`config.mk`:
```
export PLATFORM = sky130hd
export DESIGN_NAME = alu_result_stage
export DESIGN_NICKNAME = d
export VERILOG_FILES = /design/src/rtl/alu_pkg.sv /design/src/rtl/alu_result_fifo.sv /design/src/rtl/alu_result_stage.sv
export SDC_FILE = /design/constraint.sdc
export NUM_CORES = 1
export LEC_CHECK = 0
export CAP_MARGIN = 10
export CORE_MARGIN = 3
export CORE_UTILIZATION = 53
export DETAILED_ROUTE_END_ITERATION = 16
export HOLD_SLACK_MARGIN = 0.05
export PLACE_DENSITY = 0.8
export RECOVER_POWER = 100
export SLEW_MARGIN = 25
export SYNTH_ARGS = -nofsm -noshare
export SYNTH_HDL_FRONTEND = slang
export SYNTH_HIERARCHICAL = 1
export SYNTH_SLANG_ARGS = --single-unit
```
`constraint.sdc`:
```
create_clock -name clk -period 2.7 [get_ports clk]
set_clock_uncertainty 0.15 [all_clocks]
set_input_delay 0.405 -clock clk [delete_from_list [all_inputs] [get_ports clk]]
set_output_delay 0.405 -clock clk [all_outputs]
set_load 0.05 [all_outputs]
```
`src/rtl/alu_pkg.sv`:
```
// Shared ALU definitions: opcodes, flag-bit positions and the flag-word width.
// Imported by the result stage and by anything that decodes its flag output.
package alu_pkg;

  localparam int FLAG_W = 4;

  localparam logic [1:0] OP_AND = 2'd0;
  localparam logic [1:0] OP_OR  = 2'd1;
  localparam logic [1:0] OP_XOR = 2'd2;
  localparam logic [1:0] OP_ADD = 2'd3;

  // Flag word layout is {C,Z,N,P}.
  localparam int FLG_C = 3;
  localparam int FLG_Z = 2;
  localparam int FLG_N = 1;
  localparam int FLG_P = 0;

endpackage

```
`src/rtl/alu_result_fifo.sv`:
```
// Generic synchronous FIFO with occupancy count.
// Ports:
//   clk, rst_n          clock, asynchronous active-low reset
//   wr_valid/wr_ready   write handshake; wr_ready = (count < DEPTH)
//   wr_data             entry to store
//   rd_valid/rd_ready   read handshake; rd_valid = (count != 0)
//   rd_data             head entry, or the last entry read when empty
//   count               current occupancy, 0..DEPTH
// DEPTH must be a power of two and at least 2 so the pointers wrap for free.
module alu_result_fifo #(
  parameter int WIDTH = 12,
  parameter int DEPTH = 4
) (
  input  logic                     clk,
  input  logic                     rst_n,
  input  logic                     wr_valid,
  output logic                     wr_ready,
  input  logic [WIDTH-1:0]         wr_data,
  output logic                     rd_valid,
  input  logic                     rd_ready,
  output logic [WIDTH-1:0]         rd_data,
  output logic [$clog2(DEPTH):0]   count
);

  localparam int AW = $clog2(DEPTH);
  localparam int CW = AW + 1;

  logic [WIDTH-1:0] mem_q [DEPTH];
  logic [WIDTH-1:0] mem_d [DEPTH];
  logic [AW-1:0]    wr_ptr_q, wr_ptr_d;
  logic [AW-1:0]    rd_ptr_q, rd_ptr_d;
  logic [CW-1:0]    count_q, count_d;
  logic [WIDTH-1:0] last_q, last_d;
  logic             push, pop;

  // wr_ready looks only at the registered count, so a pop in the same cycle
  // never opens a slot for a push while full.
  assign wr_ready = (count_q < CW'(DEPTH));
  assign rd_valid = (count_q != '0);
  assign push     = wr_valid && wr_ready;
  assign pop      = rd_valid && rd_ready;
  assign count    = count_q;

  // When empty, show the entry most recently read rather than a stale slot.
  assign rd_data  = rd_valid ? mem_q[rd_ptr_q] : last_q;

  always_comb begin
    for (int i = 0; i < DEPTH; i++) mem_d[i] = mem_q[i];
    wr_ptr_d = wr_ptr_q;
    rd_ptr_d = rd_ptr_q;
    count_d  = count_q;
    last_d   = last_q;

    if (push) begin
      mem_d[wr_ptr_q] = wr_data;
      wr_ptr_d        = wr_ptr_q + AW'(1);
    end
    if (pop) begin
      last_d   = mem_q[rd_ptr_q];
      rd_ptr_d = rd_ptr_q + AW'(1);
    end

    case ({push, pop})
      2'b10:   count_d = count_q + CW'(1);
      2'b01:   count_d = count_q - CW'(1);
      default: count_d = count_q;
    endcase
  end

  always_ff @(posedge clk or negedge rst_n) begin
    if (!rst_n) begin
      for (int i = 0; i < DEPTH; i++) mem_q[i] <= '0;
      wr_ptr_q <= '0;
      rd_ptr_q <= '0;
      count_q  <= '0;
      last_q   <= '0;
    end else begin
      for (int i = 0; i < DEPTH; i++) mem_q[i] <= mem_d[i];
      wr_ptr_q <= wr_ptr_d;
      rd_ptr_q <= rd_ptr_d;
      count_q  <= count_d;
      last_q   <= last_d;
    end
  end

endmodule

```
`src/rtl/alu_result_stage.sv`:
```
// Registered output stage of the ALU: selects the result for the opcode,
// derives {C,Z,N,P}, and buffers result+flags in a FIFO for the consumer.
// Ports:
//   clk, rst_n                  clock, asynchronous active-low reset
//   in_valid/in_ready           upstream handshake (in_ready = count < DEPTH)
//   in_op                       0 AND, 1 OR, 2 XOR, 3 ADD
//   in_and/in_or/in_xor/in_sum  candidate results; in_carry = adder carry-out
//   out_valid/out_ready         downstream handshake (out_valid = count != 0)
//   out_data/out_flags          head result and its flags {C,Z,N,P}
//   count                       FIFO occupancy
//   op_count                    accepted operations, saturating at 16'hFFFF
//
// Handshake: a transfer happens on a rising edge exactly when valid and ready
// are both high on that side; valid may be asserted regardless of ready, and
// nothing is consumed or stored on an edge where either is low.
module alu_result_stage
  import alu_pkg::*;
#(
  parameter int WIDTH = 8,
  parameter int DEPTH = 4
) (
  input  logic                   clk,
  input  logic                   rst_n,
  input  logic                   in_valid,
  output logic                   in_ready,
  input  logic [1:0]             in_op,
  input  logic [WIDTH-1:0]       in_and,
  input  logic [WIDTH-1:0]       in_or,
  input  logic [WIDTH-1:0]       in_xor,
  input  logic [WIDTH-1:0]       in_sum,
  input  logic                   in_carry,
  output logic                   out_valid,
  input  logic                   out_ready,
  output logic [WIDTH-1:0]       out_data,
  output logic [FLAG_W-1:0]      out_flags,
  output logic [$clog2(DEPTH):0] count,
  output logic [15:0]            op_count
);

  logic [WIDTH-1:0]        result;
  logic [FLAG_W-1:0]       flags;
  logic [WIDTH+FLAG_W-1:0] head;
  logic                    push;
  logic [15:0]             op_count_q, op_count_d;

  always_comb begin
    result = in_and;
    case (in_op)
      OP_AND:  result = in_and;
      OP_OR:   result = in_or;
      OP_XOR:  result = in_xor;
      OP_ADD:  result = in_sum;
      default: result = in_and;
    endcase
  end

  always_comb begin
    flags        = '0;
    // Carry is meaningful only for the adder; logic ops always report C=0.
    flags[FLG_C] = (in_op == OP_ADD) && in_carry;
    flags[FLG_Z] = (result == '0);
    flags[FLG_N] = result[WIDTH-1];
    flags[FLG_P] = ^result;
  end

  assign push = in_valid && in_ready;

  always_comb begin
    op_count_d = op_count_q;
    if (push && (op_count_q != 16'hFFFF)) op_count_d = op_count_q + 16'd1;
  end

  always_ff @(posedge clk or negedge rst_n) begin
    if (!rst_n) op_count_q <= '0;
    else        op_count_q <= op_count_d;
  end

  assign op_count = op_count_q;

  alu_result_fifo #(
    .WIDTH (WIDTH + FLAG_W),
    .DEPTH (DEPTH)
  ) u_fifo (
    .clk      (clk),
    .rst_n    (rst_n),
    .wr_valid (in_valid),
    .wr_ready (in_ready),
    .wr_data  ({result, flags}),
    .rd_valid (out_valid),
    .rd_ready (out_ready),
    .rd_data  (head),
    .count    (count)
  );

  assign out_data  = head[WIDTH+FLAG_W-1:FLAG_W];
  assign out_flags = head[FLAG_W-1:0];

endmodule

```
# Word-level counts from Yosys, hierarchy flattened
# Index checks and enable logic that the tools add are counted.
dict set report word_totals {
  mem_bits_rw 0
  memories 0
  latch_bits 0
  output_inout_bits 33
  reg_bits 83
  romBits 0
  word_cells 45
}
dict set report op_classes {
  muxes 9
  bitwise 2
  n_mul 0
  div 0
  n_lt_le_gt_ge 4
  shift 0
  addsub 5
  eq_ne 6
  n_reduce_logical 10
}
# op n
set op_table {}
lappend op_table {{$bwmux W48} 1}
lappend op_table {{$mux W12} 4}
lappend op_table {{$pmux W8 S4} 1}
lappend op_table {{$bmux W12 S2} 1}
lappend op_table {{$demux W12 S2} 1}
lappend op_table {{$add A16 B1 Y16 const B} 1}
lappend op_table {{$ne A16 B16 Y1 const B} 1}
lappend op_table {{$logic_not A8 Y1} 1}
lappend op_table {{$reduce_xor A8 Y1} 1}
lappend op_table {{$eq A2 B2 Y1 const B} 3}
lappend op_table {{$ge A3 B3 Y1 const B} 2}
lappend op_table {{$not A2 Y3} 2}
lappend op_table {{$pmux W3 S2} 1}
lappend op_table {{$logic_and A1 B1 Y1} 5}
lappend op_table {{$add A2 B1 Y2 const B} 2}
lappend op_table {{$eq A2 B1 Y1 const B} 2}
lappend op_table {{$add A3 B1 Y3 const B} 1}
lappend op_table {{$lt A3 B1 Y1 const B} 1}
lappend op_table {{$lt A3 B3 Y1 const B} 1}
lappend op_table {{$reduce_bool A3 Y1} 1}
lappend op_table {{$sub A3 B1 Y3 const B} 1}
lappend op_table {{$logic_not A2 Y1} 1}
lappend op_table {{$reduce_bool A2 Y1} 1}

# Logic depth before layout (Yosys ltp)
# Gate-level depths: netlist of the first run.
dict set report depth {
  word_depth 6
  depth_mapped 9
  ltp_nobuf 8
}

# Modules after synthesis
# The synthesis of the first run kept the hierarchy.
# module cells_per_inst area_each_um2 instances
set modules_own_cells {}
lappend modules_own_cells {alu_result_fifo 193 3071.7 1}
lappend modules_own_cells {alu_result_stage 97 1113.6 1}

# Worst setup path before layout of the first run
# OpenSTA, ideal clock, no wires.
dict set report synth_path {
  path_kind {register to output}
  startpoint {reg u_fifo.count_q[2] (netlist: u_fifo/count[2])}
  endpoint {out out_data[0]}
  slack_ns -0.040
  stages_incl_launch_ff 5
  path_buffers 1
  required_ns 2.145
  t_arrival_ns 2.185
  path_cell_list {dfrtp_1 > inv_1 > nand3_1 > buf_2 > mux2_2}
}
dict set report synth_via {
  elab_chain_cells 2
}
# element line_no
set synth_lines {}
lappend synth_lines {{start, declared} alu_result_fifo.sv:32} ;# logic [CW-1:0] count_q, count_d;
lappend synth_lines {{start signal, assigned} alu_result_fifo.sv:81} ;# count_q <= count_d;
lappend synth_lines {{$reduce_bool A3 Y1} alu_result_fifo.sv:39} ;# assign rd_valid = (count_q != '0);
lappend synth_lines {{net out_valid} alu_result_stage.sv:32} ;# output logic out_valid,
lappend synth_lines {{$mux W12} alu_result_fifo.sv:45} ;# assign rd_data = rd_valid ? mem_q[rd_ptr_q] : last_q;
lappend synth_lines {{end, declared} alu_result_stage.sv:34} ;# output logic [WIDTH-1:0] out_data,
# The timed path passes the listed nets, and every way through them passes these cells.

# Worst setup path in the final report of the first run
dict set report layout_path {
  startpoint {reg u_fifo.rd_ptr_q[0]}
  endpoint {out out_data[2]}
}
dict set report layout_via {
  elab_chain_cells 5
}
# element line_no
set layout_lines {}
lappend layout_lines {{start, declared} alu_result_fifo.sv:31} ;# logic [AW-1:0] rd_ptr_q, rd_ptr_d;
lappend layout_lines {{start signal, assigned} alu_result_fifo.sv:80} ;# rd_ptr_q <= rd_ptr_d;
lappend layout_lines {{$not A2 Y3 (implied by the code)} alu_result_fifo.sv:45}
lappend layout_lines {{$bmux W12 S2} alu_result_fifo.sv:45}
lappend layout_lines {{$mux W12 (implied by the code) (2 in a row)} alu_result_fifo.sv:45}
lappend layout_lines {{$mux W12} alu_result_fifo.sv:45}
# Every way passes these cells. The select of a mux whose other input is x is not followed.

==> flow_summary.ini, run 1 <==
[status]
outcome = completed

[critical_path]
critical_path.max_stage_delay_ns = 0.54
cp_slowest_cell = mux4_2
crit_fanout = 7
critPathRequiredTime_ns = 2.14
reg2reg_slack_ns = 0.49
r2r_cells = 4
crit_type = flop to output port
worstReg2RegEnd = op_count[1]
setup.worst_path.start_class = flop
cp-end-kind = output port
path_cells = buf_4 -> mux4_2 -> mux2_2 -> clkbuf_4
r2r-start = op_count[12]
cp_data_arrival_time_ns = 2.04

[place]
dpl.cell_count = 468
port_buffers = 71
place.gp.congestion = 0.767
dp_hpwl_um = 5750
dpl_cell_area_sq_mm = 0.00507

[floorplan]
fp.dieH_um = 94.9
die_x_um = 94.9
placementRows = 31
start_util_pct = 56.2
dieArea_sq_mm = 0.00900
ioPinCount = 72
coreArea_sq_mm = 0.00745

[drt]
drc = 0
postRouteWirelength_um = 7840
dr_total_vias = 2674
post_drt_wl_per_cell_um = 16.0
firstDrtPassIters = 5
drt_iter0_markers = 75
antenna_left = 0
viasPerCell = 5.47

[timing]
tightest_slew_ns = 0.965
finalMaxSlewViolations = 0
relSlewSlack_pct = 35.7
hold_slack_ns = 0.355
fmaxAchievable_mhz = 385
finalCritPeriodShare_pct = 96.3
period_minus_slack_ns = 2.60
finalSetupViolCount = 0
finalHoldViolCount = 0
grt_setup_unrepaired = no

[synthesis]
ys_ff_latch = 83
yosys_warnings = 6
synthTopCellsByArea = dfrtp_1 50%, mux2_2 19%, mux4_2 8.6%
synth_cell_types = 32
netlist.area_leader.share_pct = 49.6
synth_edf_count = 0
synth_area_sq_mm = 0.00419
ys_seq_area_share_pct = 49.6
syn_avg_cell_area_sq_um = 14.4
synth_top_area_cell = dfrtp_1
async_flop_share_pct = 100
synth_fp_nets = 340
synthFlopType = dfrtp_1
synth_cells = 290

[finish]
synthToLayoutAreaGrowth_pct = 26.2
drive_gt1_share_pct = 36.7
diodes = 0
stdcell_area_sq_mm = 0.00528
post-route-util_pct = 70.9
nets = 435
fin_cells = 489

[cts]
cts_tree = yes
root_buffer = clkbuf_8
htree_levels = 3
clkTransAtPathRegs_ns = 0.09
clock_latency_ns = 0.34
cts_buffers = 9
max-clock-path-buffers = 2
clock-sinks = 83

[grt]
grt_pass1_vias = 2687
grt_first_pass_wirelength_um = 13000
antenna_found_initial = 0
grt_max_degree = 46
grt-ovfl-total = 0
grt_use_total_pct = 18.9

[pwr]
ir_drop_mv = 1.05
powerDensity_mw_per_mm2 = 1170
p_leak_nw = 2.45

[worst_hold_path]
holdCritStartpoint = u_fifo/mem_q[25]
min_path_cells = 1
hold_path_class = flop to flop
min_delay_worst_endpoint = u_fifo/mem_q[25]

[job]
maxCapViolCount = 0
final cells by class:
type | instances | area [sq um]
sequential | 83 | 2080
fill | 532 | 2170
tap | 99 | 124
clock inverter | 6 | 88.8
timing repair buffer | 97 | 838
inverter | 15 | 60.1
clock buffer | 10 | 138
multi-input combinational | 179 | 1950
timing repair:
| item | in CTS | in global routing |
|---|---|---|
| setup buffers | 0 | 4 |
| hold buffers | 1 | 0 |
| gates resized for setup | 1 | 0 |
| pin swaps | 0 | 0 |
| endpoints found under the hold margin | 38 | 0 |
| setup endpoints to repair | 7 | 5 |
kinds of logic after synthesis:
| kind of cell | Yosys count | synth area share [%] |
|---|---|---|
| XOR/XNOR | 23 | 4.81 |
| buffers and inverters | 28 | 3.38 |
| adder cells (fa/ha/maj) | 11 | 3.47 |
| flip-flops | 83 | 49.6 |
| multiplexers | 94 | 31.1 |
| AO/OA/AOI/OAI | 4 | 0.568 |
| AND/OR/NAND/NOR | 47 | 7.06 |
synthesized netlist by cell type, types with 2 or more instances:
master,n
nor4_1,4
dfrtp_1,83
nand2_1,12
xnor2_1,6
and3_1,2
nand4_4,2
mux4_1,4
ha_1,10
xor2_1,17
nor3_1,6
nor4b_1,2
nor2_1,4
nand4_1,5
inv_1,15
buf_2,10
o21ai_0,3
mux4_2,16
mux2_2,72
nand3_1,4
critical path, delay by kind of cell, from the launching register on:
kind	cells	cell delay, ns
buffers and inverters	2	0.41
muxes	2	0.82
DFF	1	0.46
per-stage QoR:
stage | power (mW) | setup TNS (ns) | worst slack, ns
finish | 6.18 | 0 | 0.100
floorplan | 4.43 | 0 | 0.0967
global route | 6.52 | 0 | 0.0411
detailed placement | 5.29 | -0.238 | -0.0611
global placement | 5.21 | -0.138 | -0.0351
CTS | 6.29 | 0 | 0.0172
how the worst max path moves through the flow:
stage                             from                to  cells after the start
floorplan              u_fifo/count[2]       out_data[0]                      4
global placement              in_op[0]  u_fifo/mem_q[12]                      8
detailed placement            in_op[0]  u_fifo/mem_q[12]                      8
CTS                 u_fifo/rd_ptr_q[0]       out_data[2]                      4
global route        u_fifo/rd_ptr_q[0]       out_data[2]                      4
finish              u_fifo/rd_ptr_q[0]       out_data[2]                      4
routing by layer:
layer  up-vias  track usage, %  share of wire, %
li1       1242               -                 -
met1      1358            25.6                45
met2        68            30.8                50
met3         6            3.59               4.3
met4         0            6.13               1.1
met5         -               0                 0
state kept, by name, indices dropped and copies added (netlist names):
signal and count:
op_count 16, u_fifo/count 3, u_fifo/rd_ptr_q 2, u_fifo/mem_q 48, u_fifo/wr_ptr_q 2, u_fifo/last_q 12
cell usage in the layout, fill, tap and decap left out, drive strengths merged, types with 7 or more instances in the layout:
cell type       n
inv            14
mux2           73
dfrtp          83
buf            23
clkdlybuf4s50  35
xor2           17
ha             10
dlygate4sd3    23
clkbuf         26
nand2          12
nand4           7
mux4           20
power by group:
group	leakage, nW	internal [mW]	switching, mW
Combinational	1.30	1.42	1.71
Sequential	1.03	1.76	0.318
Clock	0.108	0.546	0.433
Note: power is estimated with default switching activity, not from simulation.
==> run 2: changes to the inputs <==
CORE_UTILIZATION = 43   (was 53)
PLACE_DENSITY = 0.67   (was 0.8)
==> run 2 against run 1 <==
- register-to-register slack got worse by 0.06 ns
- worst setup slack improved by 0.030 ns
- die area rose by 22%
- total power fell by 3.1%
- sequential cell count did not move
- critical path type unchanged
- largest cell class unchanged
- largest power group unchanged
==> flow_summary.ini, run 2 (synthesized netlist as in run 1, its figures left out) <==
[drt]
postRouteWirelength_um = 8190
antenna_left = 0
drt_iter0_markers = 61
firstDrtPassIters = 4
post_drt_wl_per_cell_um = 15.9
dr_total_vias = 2662
drc = 0
viasPerCell = 5.18

[floorplan]
coreArea_sq_mm = 0.00933
start_util_pct = 44.9
die_x_um = 105
fp.dieH_um = 105
dieArea_sq_mm = 0.0110
placementRows = 35
ioPinCount = 72

[critical_path]
critPathRequiredTime_ns = 2.14
setup.worst_path.start_class = flop
cp-end-kind = output port
crit_fanout = 14
crit_type = flop to output port
path_buf_inv = 2
path_cells = buf_6 -> mux4_1 -> mux2_2 -> buf_4
cp_slowest_cell = mux4_1
critical_path.max_stage_delay_ns = 0.63
critPathTopFamily = multiplexers
cp_data_arrival_time_ns = 2.02

[place]
port_buffers = 71
dp_hpwl_um = 6020
place.gp.congestion = 0.763

[grt]
grt_first_pass_wirelength_um = 13800
grt_pass1_vias = 2836
grt_use_total_pct = 15.6
grt_max_degree = 55
antenna_found_initial = 0
grt-ovfl-total = 0

[cts]
root_buffer = clkbuf_8
cts_buffers = 9
clkTransAtPathRegs_ns = 0.08
clock_latency_ns = 0.34
post_cts_buffers = 0
cts_tree = yes
max-clock-path-buffers = 2
clock-sinks = 83
htree_levels = 3

[pwr]
power_mw = 5.99
ir_drop_mv = 0.508
p_leak_nw = 2.40
powerDensity_mw_per_mm2 = 1140

[finish]
regMostFlops = u_fifo/mem_q
synthToLayoutAreaGrowth_pct = 25.1
multi_input_area_sq_mm = 0.00195
nets = 430
final_cell_mix = 82 x dfrtp_1, 72 x mux2_2, 35 x clkdlybuf4s50_1
largest_reg_flops = 48
drive_gt1_share_pct = 35.1
fillers = 801
diodes = 0
layout_commonest_cell = dfrtp_1
post-route-util_pct = 56.1
regArea_sq_mm = 0.00208

[timing]
finalMaxSlewViolations = 0
finalHoldViolCount = 0
finalSetupViolCount = 0
grt_setup_unrepaired = no
period_minus_slack_ns = 2.57
relSlewSlack_pct = 12.7
fmaxAchievable_mhz = 389
finalCritPeriodShare_pct = 95.2
tightest_slew_ns = 1.31

[status]
outcome = completed

[worst_hold_path]
hold_path_class = flop to flop

[job]
maxCapViolCount = 0
## run 2: what timing repair did
action / CTS / global route
gates resized for setup: 0 / 1
endpoints found under the setup margin: 0 / 1
endpoints found under the hold margin: 52 / 0
hold buffers: 1 / 0
## run 2: report_power, final
group,internal (mW),total (mW),switching [mW]
clock network,0.457,0.899,0.442
registers,1.76,2.04,0.288
logic,1.31,3.05,1.73
total,3.53,5.99,2.46
## run 2: stage by stage
stage          cell area [sq um]  hold WS (ns)  cells  setup WS (ns)  TNS [ns]
2_1_floorplan               4190       -0.0406    290         0.0967         0
4_1_cts                     5320         0.355    514        0.00476         0
5_1_grt                     5240         0.370    514         0.0237         0
6_report                    5240         0.350    514          0.130         0
3_5_place_dp                5100         0.336    497        -0.0791    -0.298
3_3_place_gp                5100         0.329    497        -0.0463    -0.182
## run 2: per-layer routing
metal	up-vias	GRT usage, %	part of all wire [%]
met5	-	0	0
met4	0	5.06	1.0
met3	6	2.66	4.1
met2	74	26.8	50
met1	1351	20.3	45
li1	1231	-	-
## run 2: layout make-up
class,count,area share (%)
timing repair buffer,92,14.9
multi-input combinational,179,37.3
tap,129,3.08
inverter,15,1.15
sequential,83,39.7
clock inverter,5,1.17
clock buffer,11,2.70
## run 2: final timing paths
path                               startpoint                to  slack [ns]  cells after the start
setup / recovery           u_fifo/rd_ptr_q[0]      out_flags[0]        0.13                      4
hold / removal               u_fifo/mem_q[24]  u_fifo/mem_q[24]        0.35                      1
setup reg to reg                 op_count[11]       op_count[1]        0.43                      4
hold reg to reg              u_fifo/mem_q[24]  u_fifo/mem_q[24]        0.35                      1
max in group asynchronous               rst_n       op_count[9]        0.59                      3
min in group asynchronous               rst_n   u_fifo/count[1]        0.74                      2
